--- config.mk ---
export PLATFORM = sky130hd
export DESIGN_NAME = if_prefetch
export DESIGN_NICKNAME = d
export VERILOG_FILES = /design/src/rtl/if_prefetch.sv
export SDC_FILE = /design/constraint.sdc
export NUM_CORES = 1
export LEC_CHECK = 0
export BUFFER_PORTS_ARGS = -buffer_cell sky130_fd_sc_hd__clkbuf_2
export CAP_MARGIN = 10
export CORE_MARGIN = 5
export CORE_UTILIZATION = 45
export CTS_BUF_LIST = sky130_fd_sc_hd__clkbuf_4
export DETAILED_ROUTE_END_ITERATION = 8
export PLACE_DENSITY_LB_ADDON = 0.3
export SLEW_MARGIN = 20
export SYNTH_ARGS = -nofsm -noshare
export SYNTH_HDL_FRONTEND = slang
export SYNTH_SLANG_ARGS = --single-unit
--- constraint.sdc ---
create_clock -name clk -period 9.95 [get_ports clk]
set_clock_uncertainty 0.2 [all_clocks]
set_input_delay 0.4975 -clock clk [delete_from_list [all_inputs] [get_ports clk]]
set_output_delay 0.4975 -clock clk [all_outputs]
set_load 0.01 [all_outputs]
--- src/rtl/if_prefetch.sv ---
// Pipelined instruction prefetch: up to MAX_OUTSTANDING cache reads in flight, FIFO_DEPTH-entry queue.
// Optional IF_PREFETCH_BYPASS_EN lets a kept response skip an empty, unheld queue.
module if_prefetch #(
    parameter logic [31:0] RESET_PC        = 32'h0,
    parameter int unsigned CACHE_AW        = 25,
    parameter int unsigned PC_AW           = 23,
    parameter int unsigned FIFO_DEPTH      = 4,
    parameter int unsigned MAX_OUTSTANDING = 2,
    parameter logic [2:0]  HOLD_PC_LVL     = 3'd1
) (
    input  logic                clk,
    input  logic                rst_n,
    input  logic                jump_flag_i,
    input  logic [31:0]         jump_addr_i,
    input  logic [2:0]          hold_flag_i,
    input  logic                jtag_reset_flag_i,
    output logic [31:0]         inst_addr_o,
    output logic [31:0]         inst_o,
    output logic                inst_valid,
    output logic [CACHE_AW-1:0] o_p_addr,
    output logic [3:0]          o_p_byte_en,
    output logic [31:0]         o_p_writedata,
    output logic                o_p_read,
    output logic                o_p_write,
    input  logic [31:0]         i_p_readdata,
    input  logic                i_p_readdata_valid,
    input  logic                i_p_waitrequest
);

    localparam int unsigned PW = (FIFO_DEPTH > 1) ? $clog2(FIFO_DEPTH) : 1;
    localparam int unsigned CW = $clog2(FIFO_DEPTH + MAX_OUTSTANDING + 1);
    localparam logic [CW-1:0] DEPTH_C = CW'(FIFO_DEPTH);
    localparam logic [CW-1:0] MAX_C   = CW'(MAX_OUTSTANDING);

    logic [31:0]   r_fetch_pc;
    logic [31:0]   r_resp_pc;
    logic [CW-1:0] r_out_cnt;
    logic [CW-1:0] r_drop_cnt;
    logic [CW-1:0] r_fifo_cnt;
    logic [PW-1:0] r_wptr;
    logic [PW-1:0] r_rptr;
    logic [31:0]   r_mem_addr [FIFO_DEPTH];
    logic [31:0]   r_mem_data [FIFO_DEPTH];
    logic [31:0]   r_inst_addr;
    logic [31:0]   r_inst;
    logic          r_inst_valid;

    logic          w_flush;
    logic [31:0]   w_flush_pc;
    logic          w_hold;
    logic [CW-1:0] w_credit;
    logic          w_accept;
    logic          w_ret;
    logic          w_keep;
    logic          w_pop;
    logic          w_push;
    logic          w_bypass;
    logic [CW-1:0] w_acc_c;
    logic [CW-1:0] w_ret_c;
    logic [CW-1:0] w_push_c;
    logic [CW-1:0] w_pop_c;

    assign w_flush    = jump_flag_i | jtag_reset_flag_i;
    assign w_flush_pc = jtag_reset_flag_i ? RESET_PC : jump_addr_i;
    assign w_hold     = (hold_flag_i >= HOLD_PC_LVL);

    // Words already queued plus words that will still be kept must fit in the queue.
    assign w_credit = r_fifo_cnt + r_out_cnt - r_drop_cnt;
    assign o_p_read = ~w_flush & (r_out_cnt < MAX_C) & (w_credit < DEPTH_C);
    assign w_accept = o_p_read & ~i_p_waitrequest;
    assign w_ret    = i_p_readdata_valid;
    assign w_keep   = w_ret & (r_drop_cnt == '0) & ~w_flush;
    assign w_pop    = ~w_flush & ~w_hold & (r_fifo_cnt != '0);

`ifdef IF_PREFETCH_BYPASS_EN
    assign w_bypass = w_keep & ~w_hold & (r_fifo_cnt == '0);
`else
    assign w_bypass = 1'b0;
`endif
    assign w_push = w_keep & ~w_bypass;

    assign w_acc_c  = {{(CW-1){1'b0}}, w_accept};
    assign w_ret_c  = {{(CW-1){1'b0}}, w_ret};
    assign w_push_c = {{(CW-1){1'b0}}, w_push};
    assign w_pop_c  = {{(CW-1){1'b0}}, w_pop};

    assign o_p_addr      = CACHE_AW'(r_fetch_pc[PC_AW-1:0]);
    assign o_p_byte_en   = 4'h0;
    assign o_p_writedata = 32'h0;
    assign o_p_write     = 1'b0;

    always_ff @(posedge clk or negedge rst_n) begin
        if (!rst_n) begin
            r_fetch_pc <= RESET_PC;
            r_resp_pc  <= RESET_PC;
            r_out_cnt  <= '0;
            r_drop_cnt <= '0;
            r_fifo_cnt <= '0;
            r_wptr     <= '0;
            r_rptr     <= '0;
        end else begin
            r_out_cnt <= r_out_cnt + w_acc_c - w_ret_c;
            if (w_flush) begin
                // Every read still in flight after this edge is stale.
                r_fetch_pc <= w_flush_pc;
                r_resp_pc  <= w_flush_pc;
                r_drop_cnt <= r_out_cnt - w_ret_c;
                r_fifo_cnt <= '0;
                r_wptr     <= '0;
                r_rptr     <= '0;
            end else begin
                if (w_accept) r_fetch_pc <= r_fetch_pc + 32'd1;
                if (w_keep) r_resp_pc <= r_resp_pc + 32'd1;
                if (w_ret && (r_drop_cnt != '0)) r_drop_cnt <= r_drop_cnt - 1'b1;
                if (w_push) r_wptr <= r_wptr + 1'b1;
                if (w_pop) r_rptr <= r_rptr + 1'b1;
                r_fifo_cnt <= r_fifo_cnt + w_push_c - w_pop_c;
            end
        end
    end

    always_ff @(posedge clk) begin
        if (w_push) begin
            r_mem_addr[r_wptr] <= r_resp_pc;
            r_mem_data[r_wptr] <= i_p_readdata;
        end
    end

    always_ff @(posedge clk or negedge rst_n) begin
        if (!rst_n) begin
            r_inst_addr  <= 32'h0;
            r_inst       <= 32'h0;
            r_inst_valid <= 1'b0;
        end else if (w_flush) begin
            r_inst_addr  <= 32'h0;
            r_inst       <= 32'h0;
            r_inst_valid <= 1'b0;
        end else if (!w_hold) begin
            if (r_fifo_cnt != '0) begin
                r_inst_addr  <= r_mem_addr[r_rptr];
                r_inst       <= r_mem_data[r_rptr];
                r_inst_valid <= 1'b1;
            end else if (w_bypass) begin
                r_inst_addr  <= r_resp_pc;
                r_inst       <= i_p_readdata;
                r_inst_valid <= 1'b1;
            end else begin
                r_inst_addr  <= 32'h0;
                r_inst       <= 32'h0;
                r_inst_valid <= 1'b0;
            end
        end
    end

    assign inst_addr_o = r_inst_addr;
    assign inst_o      = r_inst;
    assign inst_valid  = r_inst_valid;

endmodule

==> flow_summary.yaml <==
yosys:
  netlist_instances: 1023
  synthTopCellsByArea: "edfxtp_1 (48%), dfrtp_1 (21%), mux4_2 (8.9%)"
  async_reset_ff_share_pct: 34.2
  synth_edf_count: 256
  synth_cell_types: 61
  synth-seq-cells: 389
  synth_flop_cell: "edfxtp_1"
  syn_avg_cell_area_um2: 15.8
  ys_seq_area_share_pct: 68.1
  post-synth-top-area-fraction_pct: 47.6
  yosysTopAreaCell: "edfxtp_1"
  netlist_area_mm2: 0.0162
  yosysWarnings: 0
placed_design:
  port_buffers: 161
  gp_congestion: 0.849
  dp.cells: 1602
  hpwl_um: 21400
global_route:
  grt.total_usage_pct: 18.8
  grt_pass1_wl_um: 58600
  grt_pass1_vias: 10600
  use_met1_pct: 25.9
  gr-usage-met2_pct: 29.9
  gr-total-overflow: 0
  top_usage_layer: "met2"
  antenna_found_initial: 2
  grt_max_degree: 71
  grtUsageMet3_pct: 4.55
detailed_routing:
  via_per_inst: 5.43
  routed_wl_um: 36900
  drt-pass1-iter-count: 5
  wire_per_inst_um: 19.9
  drt_iter0_drc: 596
  vias: 10100
  postRouteAntennaNets: 0
  drc: 0
clock_tree:
  clock-sinks: 389
  tritoncts: "done"
  clk_pin_slew_ps: 60
  postCtsSetupBuffers: 0
  cts_buffer_depth: 3
  cts_made_buffers: 99
  cts_root_buf: "clkbuf_4"
  h-tree-depth: 3
  insertion_delay_ps: 760
final_layout:
  fin_cells: 1856
  drive_gt1_share_pct: 30.9
  area_growth_pct: 19.4
  nFillCells: 2887
  nets: 1401
sta:
  fin_crit_sh_pct: 35.5
  timing.hold.ws_ps: 109
  worstMarginPinSlew_ps: 1020
  grt_setup_unrepaired: "no"
  finalMaxSlewViolations: 0
  hold_violations: 0
  clock.fmax_mhz: 283
  timing.slew.headroom_pct: 31.9
  finalSetupTns_ps: 0
  final_period_minus_worst_setup_slack_ps: 3530
  setup_violations: 0
power:
  vdd_drop_max_mv: 0.0948
  p_switching_uw: 850
  switching_share_pct: 24.3
  seqPwrFrac_pct: 51.7
  pwr-share-comb_pct: 8.7
  power_frac_clock_pct: 39.5
  p_per_area_mw_per_mm2: 181
  leakage_nw: 7.60
  power_mw: 3.50
  p_int_mw: 2.65
die:
  io_pins: 201
  die_y_um: 200
  die-area_mm2: 0.0398
  row_count: 69
  die_x_um: 200
  core_mm2: 0.0355
  start_util_pct: 45.6
critical_path:
  critPathMaxFanout: 15
  required_ps: 10370
  crit_type: "register to register"
  startpoint_type: "register"
  endpoint_kind: "register"
  arrival_ps: 3950
flow_run:
  cap_violations: 0
status:
  outcome: "finished, final reports clean"
min_path:
  hold_path_class: "primary input to register"
## path summary, 6_finish.rpt
check / start / end / slack, ps / cells after the start
setup / recovery: r_out_cnt[1] / r_out_cnt[2] / 6420 / 13
hold / removal: hold_flag_i[2] / r_rptr[0] / 110 / 5
setup reg to reg: r_out_cnt[1] / r_out_cnt[2] / 6420 / 13
hold reg to reg: inst_valid / inst_valid / 290 / 1
max in group asynchronous: rst_n / r_rptr[0] / 7840 / 3
min in group asynchronous: rst_n / inst_o[12] / 140 / 2
## critical path, cell delays in order, from the launching register on
cell and delay, ps:
dfrtp_1 320, inv_1 100, fa_1 540, inv_1 40, ha_1 270, and3b_1 190, nor3_1 250, mux2_2 400
nand2_1 100, ha_1 290, inv_1 40, ha_1 180, fa_1 370, xnor2_1 140
## sequential cells by signal, summed over array words and instances (netlist names)
name,cells
r_mem_data,128
r_drop_cnt,3
inst_o,32
r_rptr,2
r_resp_pc,32
r_fifo_cnt,3
r_wptr,2
r_fetch_pc,23
inst_addr_o,32
r_mem_addr,128
r_out_cnt,3
inst_valid,1
## stage by stage
step                area [um^2]  utilization, %  setup WS, ps
floorplan                 16300               -          6340
global placement          17300            48.8          6420
detailed placement        17300            48.8          6380
CTS                       19300            54.4          6410
global route              19300            54.4          6190
finish                    19300            54.4          6420
## synth_stat cells (15+ instances only)
cell / instances
xnor2_1: 15
nor3_1: 15
nand3_1: 28
clkbuf_1: 43
nand4_1: 19
mux4_2: 64
o21ai_0: 22
a22o_1: 65
nor2_1: 27
nand2_1: 53
dfrtp_1: 133
inv_1: 29
ha_1: 17
edfxtp_1: 256
and3_1: 15
a21oi_1: 34
buf_4: 39
## placed cells by master (no fill, tap or decap), types with 22 or more instances in the layout
cell | netlist | routed
mux4_2 | 64 | 64
dlygate4sd3_1 | 0 | 66
nand3_1 | 28 | 28
inv_1 | 29 | 29
conb_1 | 1 | 39
edfxtp_1 | 256 | 256
dfrtp_1 | 133 | 131
a22o_1 | 65 | 65
a21oi_1 | 34 | 34
clkbuf_2 | 0 | 160
clkbuf_4 | 0 | 160
nor2_1 | 27 | 25
o21ai_0 | 22 | 22
nand2_1 | 53 | 53
## power groups by stage
stage / clock [mW] / combinational (mW) / sequential, mW
global placement: 0 / 0.280 / 1.84
CTS: 1.43 / 0.308 / 1.81
floorplan: 0 / 0.205 / 1.83
finish: 1.38 / 0.304 / 1.81
detailed placement: 0 / 0.285 / 1.84
global route: 1.54 / 0.344 / 1.81
## metal layers
layer | part of all wire [%] | routed length, um
met5 | 0 | 0
met4 | 1.2 | 439
met3 | 7.8 | 2860
met2 | 48 | 17900
met1 | 43 | 15700
## layout make-up
cell class / instances / area (um^2) / area share, %
well taps: 461 / 577 / 2.99
repair buffers: 240 / 1570 / 8.13
inverters: 29 / 109 / 0.564
diodes: 2 / 5.00 / 0.0259
clock buffers: 160 / 1200 / 6.22
multi-input cells: 549 / 4690 / 24.3
clock inverters: 26 / 134 / 0.693
flip-flops and latches: 389 / 11000 / 57.1
## timing repair
item | 4_1_cts | 5_1_grt
resized for setup | 0 | 0
endpoints found under the hold margin | 245 | 0
hold buffers | 66 | 0
## kinds of logic (layout without fill, tap and decap cells)
family	count (synthesis)	count (layout)	share of synthesized area (%)
AOI/OAI and AO/OA	199	199	9.16
xor gates and xnor gates	29	29	1.57
adders and majority gates	20	20	1.69
buffers and inverters	123	455	3.87
DFF	389	389	68.1
muxes	69	69	9.23
other	1	41	0.0232
and+or+nand+nor	193	193	6.32
Power figures use the tool's default switching activity.
